$ cat src/rtl/step_ctrl_pkg.sv
// step_ctrl_pkg: shared FSM state encoding and default timing constants for step_ctrl.
package step_ctrl_pkg;
  typedef enum logic [1:0] {
    ST_STEP   = 2'd0,
    ST_RUN    = 2'd1,
    ST_PAUSED = 2'd2
  } state_t;
  localparam int DB_CYCLES_DEF     = 500000;
  localparam int RUN_DIV_DEF       = 100000000;
  localparam int CNT_W_DEF         = 27;
  localparam int REPEAT_DELAY_DEF  = 50000000;
  localparam int REPEAT_PERIOD_DEF = 10000000;
endpackage

$ cat src/rtl/pb_filter.sv
// pb_filter: 2-flop synchronizer plus debounce counter for a raw pushbutton.
// Ports: clk, rst (async active-low), pb (raw, async) -> pb_level (debounced),
//        press (one-cycle pulse on each debounced 0->1 transition).
module pb_filter
  import step_ctrl_pkg::*;
#(
  parameter int DB_CYCLES = DB_CYCLES_DEF,
  parameter int CNT_W     = CNT_W_DEF
) (
  input  logic clk,
  input  logic rst,
  input  logic pb,
  output logic pb_level,
  output logic press
);
  logic [1:0]       sync_q, sync_d;
  logic [CNT_W-1:0] cnt_q, cnt_d;
  logic             level_q, level_d;
  logic             prev_q, prev_d;
  // The counter only advances while the synchronized input disagrees with the
  // debounced level, so any bounce back to agreement restarts the count.
  always_comb begin
    sync_d  = {sync_q[0], pb};
    prev_d  = level_q;
    cnt_d   = '0;
    level_d = level_q;
    if (sync_q[1] != level_q) begin
      if (cnt_q == CNT_W'(DB_CYCLES - 1)) level_d = sync_q[1];
      else cnt_d = cnt_q + CNT_W'(1);
    end
  end
  always_ff @(posedge clk or negedge rst) begin
    if (!rst) begin
      sync_q  <= '0;
      cnt_q   <= '0;
      level_q <= 1'b0;
      prev_q  <= 1'b0;
    end else begin
      sync_q  <= sync_d;
      cnt_q   <= cnt_d;
      level_q <= level_d;
      prev_q  <= prev_d;
    end
  end
  assign pb_level = level_q;
  assign press    = level_q & ~prev_q;
endmodule

$ cat src/rtl/step_ctrl.sv
// step_ctrl: turns a debounced pushbutton and run/step switch into a one-cycle processor step enable.
// Ports: clk, rst (async active-low), pb (raw button), run_mode (1 = auto-run)
//        -> step_en (one-cycle advance), pb_level (debounced button),
//           step_count (wrapping count of step_en pulses), state_o (STEP/RUN/PAUSED).
// Optional: define STEP_REPEAT_EN to auto-repeat steps while the button is held in STEP.
module step_ctrl
  import step_ctrl_pkg::*;
#(
  parameter int DB_CYCLES = DB_CYCLES_DEF,
  parameter int RUN_DIV   = RUN_DIV_DEF,
  parameter int CNT_W     = CNT_W_DEF
`ifdef STEP_REPEAT_EN
  ,
  parameter int REPEAT_DELAY  = REPEAT_DELAY_DEF,
  parameter int REPEAT_PERIOD = REPEAT_PERIOD_DEF
`endif
) (
  input  logic        clk,
  input  logic        rst,
  input  logic        pb,
  input  logic        run_mode,
  output logic        step_en,
  output logic        pb_level,
  output logic [15:0] step_count,
  output logic [1:0]  state_o
);
  logic             press;
  logic [1:0]       run_q, run_d;
  logic             sync_run;
  state_t           state_q, state_d;
  logic [CNT_W-1:0] div_q, div_d;
  logic             step_q, step_d;
  logic [15:0]      count_q, count_d;
  logic             rep_fire;

  pb_filter #(.DB_CYCLES(DB_CYCLES), .CNT_W(CNT_W)) u_pb (
    .clk      (clk),
    .rst      (rst),
    .pb       (pb),
    .pb_level (pb_level),
    .press    (press)
  );

  assign run_d    = {run_q[0], run_mode};
  assign sync_run = run_q[1];

`ifdef STEP_REPEAT_EN
  logic [CNT_W-1:0] rep_q, rep_d;
  logic             rep_arm_q, rep_arm_d;
  logic             rep_active;
  // Counts while the button stays held in STEP; first waits the long delay,
  // then switches to the shorter period once armed.
  always_comb begin
    rep_active = (state_q == ST_STEP) && !sync_run && pb_level && !press;
    rep_fire   = rep_active &&
                 (rep_q == (rep_arm_q ? CNT_W'(REPEAT_PERIOD - 1) : CNT_W'(REPEAT_DELAY - 1)));
    rep_d      = (rep_active && !rep_fire) ? rep_q + CNT_W'(1) : '0;
    rep_arm_d  = rep_active && (rep_arm_q || rep_fire);
  end
  always_ff @(posedge clk or negedge rst) begin
    if (!rst) begin
      rep_q     <= '0;
      rep_arm_q <= 1'b0;
    end else begin
      rep_q     <= rep_d;
      rep_arm_q <= rep_arm_d;
    end
  end
`else
  assign rep_fire = 1'b0;
`endif

  // A mode change is checked first in every state so it always beats a press;
  // a press in RUN is checked before the divider terminal count.
  always_comb begin
    state_d = state_q;
    div_d   = '0;
    step_d  = 1'b0;
    count_d = count_q + {15'd0, step_q};
    case (state_q)
      ST_STEP: begin
        if (sync_run) state_d = ST_RUN;
        else step_d = press | rep_fire;
      end
      ST_RUN: begin
        if (!sync_run) state_d = ST_STEP;
        else if (press) state_d = ST_PAUSED;
        else if (div_q == CNT_W'(RUN_DIV - 1)) step_d = 1'b1;
        else div_d = div_q + CNT_W'(1);
      end
      ST_PAUSED: begin
        if (!sync_run) state_d = ST_STEP;
        else if (press) state_d = ST_RUN;
      end
      default: state_d = ST_STEP;
    endcase
  end

  always_ff @(posedge clk or negedge rst) begin
    if (!rst) begin
      run_q   <= '0;
      state_q <= ST_STEP;
      div_q   <= '0;
      step_q  <= 1'b0;
      count_q <= '0;
    end else begin
      run_q   <= run_d;
      state_q <= state_d;
      div_q   <= div_d;
      step_q  <= step_d;
      count_q <= count_d;
    end
  end

  assign step_en    = step_q;
  assign step_count = count_q;
  assign state_o    = state_q;
endmodule
$ cat config.mk
export PLATFORM = sky130hd
export DESIGN_NAME = step_ctrl
export DESIGN_NICKNAME = d
export VERILOG_FILES = /design/src/rtl/step_ctrl_pkg.sv /design/src/rtl/pb_filter.sv /design/src/rtl/step_ctrl.sv
export SDC_FILE = /design/constraint.sdc
export NUM_CORES = 1
export LEC_CHECK = 0
export CAP_MARGIN = 20
export CORE_AREA = 2 2 100 102
export DETAILED_ROUTE_END_ITERATION = 12
export DIE_AREA = 0 0 102 104
export GPL_TIMING_DRIVEN = 0
export PLACE_DENSITY_LB_ADDON = 0.12
export SETUP_SLACK_MARGIN = 0.02
export SLEW_MARGIN = 20
export SYNTH_ARGS = -nofsm -noshare
export SYNTH_HDL_FRONTEND = slang
export SYNTH_SLANG_ARGS = --single-unit
$ cat constraint.sdc
create_clock -name clk -period 2.3 [get_ports clk]
set_clock_uncertainty 0.05 [all_clocks]
set_input_delay 0.23 -clock clk [delete_from_list [all_inputs] [get_ports clk]]
set_output_delay 0.23 -clock clk [all_outputs]
set_load 0.01 [all_outputs]
==> results.yml <==
sta:
  final_max_slew_viol_count: 0
  max_slew_margin: 0.580
  post-route-min-period_ps: 2110
  max_freq_mhz: 475
  worst_pin_slew_ps: 625
  finalCritPeriodShare: 0.916
  setup_ws_ps: 193
  finalHoldViolations: 0
  setup_viol: 0
  fin_hold_ws_ps: 275
  rsz0062_at_grt: "no"
clock_network:
  cts_buffers: 9
  cts_tree: "done"
  htree_levels: 3
  insertion_delay_ps: 340
  cts.clk_slew.worst_paths_ps: 70
  cts-root-buf: "clkbuf_8"
  clock_sink_count: 79
  cts.path.max_buffers: 2
routing:
  drc: 0
  drt_iter0_drc: 61
  avgViaCountPerCell: 4.93
  firstDrtPassIters: 5
  wire_per_inst_um: 13.2
  drt_wl_total_mm: 7.06
  final_antenna_net_count: 0
  vias: 2630
placement:
  placed_area_um2: 4120
  gp_congestion: 0.743
  port_buffers: 23
  dp_cells: 513
  pre_cts_ws_ps: 133
  dp_hpwl_mm: 4.75
synth:
  synth_xor_area_frac: 0.137
  ys_ff_latch: 79
  async_flop_share: 1.00
  netlist_area_um2: 3700
  syn_area_per_cell_um2: 10.4
  synthFlopType: "dfrtp_1"
  synthCells: 356
  synth_mux_area_frac: 0.0115
  synthDistinctLibCells: 43
  yosys.area_share.simple: 0.255
  ys_seq_area_frac: 0.534
  synth_edf_count: 0
  ys.warnings.count: 0
  synth_fa_ha_area_frac: 0.0135
  synth_fp_nets: 364
  synth-compound-area-share: 0.0277
  synth_top_family_by_area: "simple AND/OR/NAND/NOR gates"
layout:
  fin_area_um2: 4400
  mostFrequentLayoutCell: "dfrtp_1"
  diodes: 0
  fin_nets: 403
  drive_above_1_share: 0.0825
  layout_common_cells: "dfrtp_1, nor2_1, xnor2_1"
  area_delta_synth_final_pct: 18.9
  finalNonFillerCells: 533
worst_setup_path:
  critPathArrivalTime_ps: 2280
  path_class: "flop to flop"
  critPathMaxStageDelay_ps: 460
  cp-end-kind: "flop"
  cpMaxStageDelayCell: "dfrtp_1"
  cp-start-kind: "flop"
  crit_chain: "nor4_1 > nand4_1 > nor3_4 > a21o_1 > buf_4 > buf_6 > nor2_1"
  worst-endpoint-required_ps: 2480
  cp_max_fo: 10
floorplanning:
  num_rows: 36
  ios: 24
  start_util: 0.388
  fp.dieH_um: 104
  dieArea_um2: 10600
  die_width_um: 102
  fp.coreArea_um2: 9550
min_path:
  hold_class: "input pin to flop"
global_routing:
  grt_pass1_vias: 2570
  antenna_found_initial: 0
  grt_start_max_net_pins: 56
  grt_usage: 0.144
  grt_overflow_total: 0
  grt_pass1_wl_mm: 12.1
power:
  powerDensity_nw_per_um2: 616
  ir_drop_mv: 0.360
  power.leakage_nw: 1.86
  finalPower_mw: 2.71
status:
  status: "finished clean"
run:
  drv_cap: 0
-- cells in the mapped netlist (2+ instances only) --
library cell	n	area (um2)
xnor2_1	34	298
xor2_1	24	210
o21ai_0	3	15.0
a21oi_1	6	30.0
nand2_1	23	86.3
nor2_1	62	233
and3_1	13	81.3
or4_1	3	22.5
nor3_1	8	40.0
inv_1	8	30.0
and4_1	4	35.0
nand4b_1	2	17.5
buf_2	3	15.0
a2bb2oi_1	2	17.5
nand4_1	17	106
nor4b_1	2	17.5
dfrtp_1	79	1980
clkbuf_1	4	15.0
ha_1	4	50.1
nor4_1	7	43.8
nand3_1	22	110
mux2_2	2	22.5
mux2i_1	2	20.0
or3_1	3	18.8
-- metal layers --
metal | track usage | up-vias | wire length, um
li1 | - | 1295 | -
met1 | 0.185 | 1299 | 3380
met2 | 0.237 | 28 | 3410
met3 | 0.0403 | 8 | 200
met4 | 0.0381 | 0 | 75
met5 | 0 | - | 0
-- final timing paths --
kind,startpoint,endpoint,slack (ps),depth (start not counted)
setup / recovery,div_q[11]$_DFF_PN0_,div_q[22]$_DFF_PN0_,190,7
hold / removal,run_mode,run_q[0]$_DFF_PN0_,270,1
setup reg to reg,div_q[11]$_DFF_PN0_,div_q[22]$_DFF_PN0_,190,7
hold reg to reg,run_q[0]$_DFF_PN0_,run_q[1]$_DFF_PN0_,300,0
max in group asynchronous,rst,u_pb.cnt_q[18]$_DFF_PN0_,1330,3
min in group asynchronous,rst,step_count[2]$_DFF_PN0_,290,2
-- metrics by stage --
stage / utilization / setup TNS (ps)
6_report: 0.461 / 0
5_1_grt: 0.461 / 0
4_1_cts: 0.458 / 0
3_5_place_dp: 0.432 / 0
3_3_place_gp: 0.429 / -158660
2_1_floorplan: - / 0
-- final cells by class --
type | instances | area, um2
buffer | 9 | 48.8
clock buffer | 13 | 149
clock inverter | 3 | 90.1
fill | 936 | 5150
inverter | 8 | 30.0
multi-input combinational | 260 | 1650
sequential | 79 | 1980
tap | 133 | 166
timing repair buffer | 28 | 288
-- critical path, delay by kind of cell, from the launching register on --
| family | cells | cell delay [ps] |
|---|---|---|
| flops | 1 | 460 |
| compound gates | 1 | 170 |
| simple gates | 4 | 1000 |
| buf+inv | 2 | 310 |
-- cell families (layout without fill, tap and decap cells) --
kind of cell | count (synthesis) | count (layout)
flip-flops | 79 | 79
multiplexers | 4 | 4
adder cells (fa/ha/maj) | 4 | 4
AO/OA/AOI/OAI | 16 | 16
AND/OR/NAND/NOR | 178 | 178
XOR/XNOR | 58 | 58
buffers and inverters | 17 | 61
-- repair_timing --
item	CTS	global route
hold buffers	1	0
resized for setup	0	1
buffers inserted	0	3
setup endpoints to repair	0	30
endpoints found under the hold margin	24	0
-- power by group --
part | switching, mW | internal (mW)
combinational | 0.0528 | 0.0244
clock | 0.474 | 0.753
sequential | 0.00862 | 1.40
-- flip-flops by register name (all words and copies together) (netlist names) --
register / flops
step_en: 1
u_pb.prev_q: 1
state_o: 2
u_pb.sync_q: 2
u_pb.pb_level: 1
run_q: 2
step_count: 16
div_q: 27
u_pb.cnt_q: 27
(Power assumes the default switching activity.)
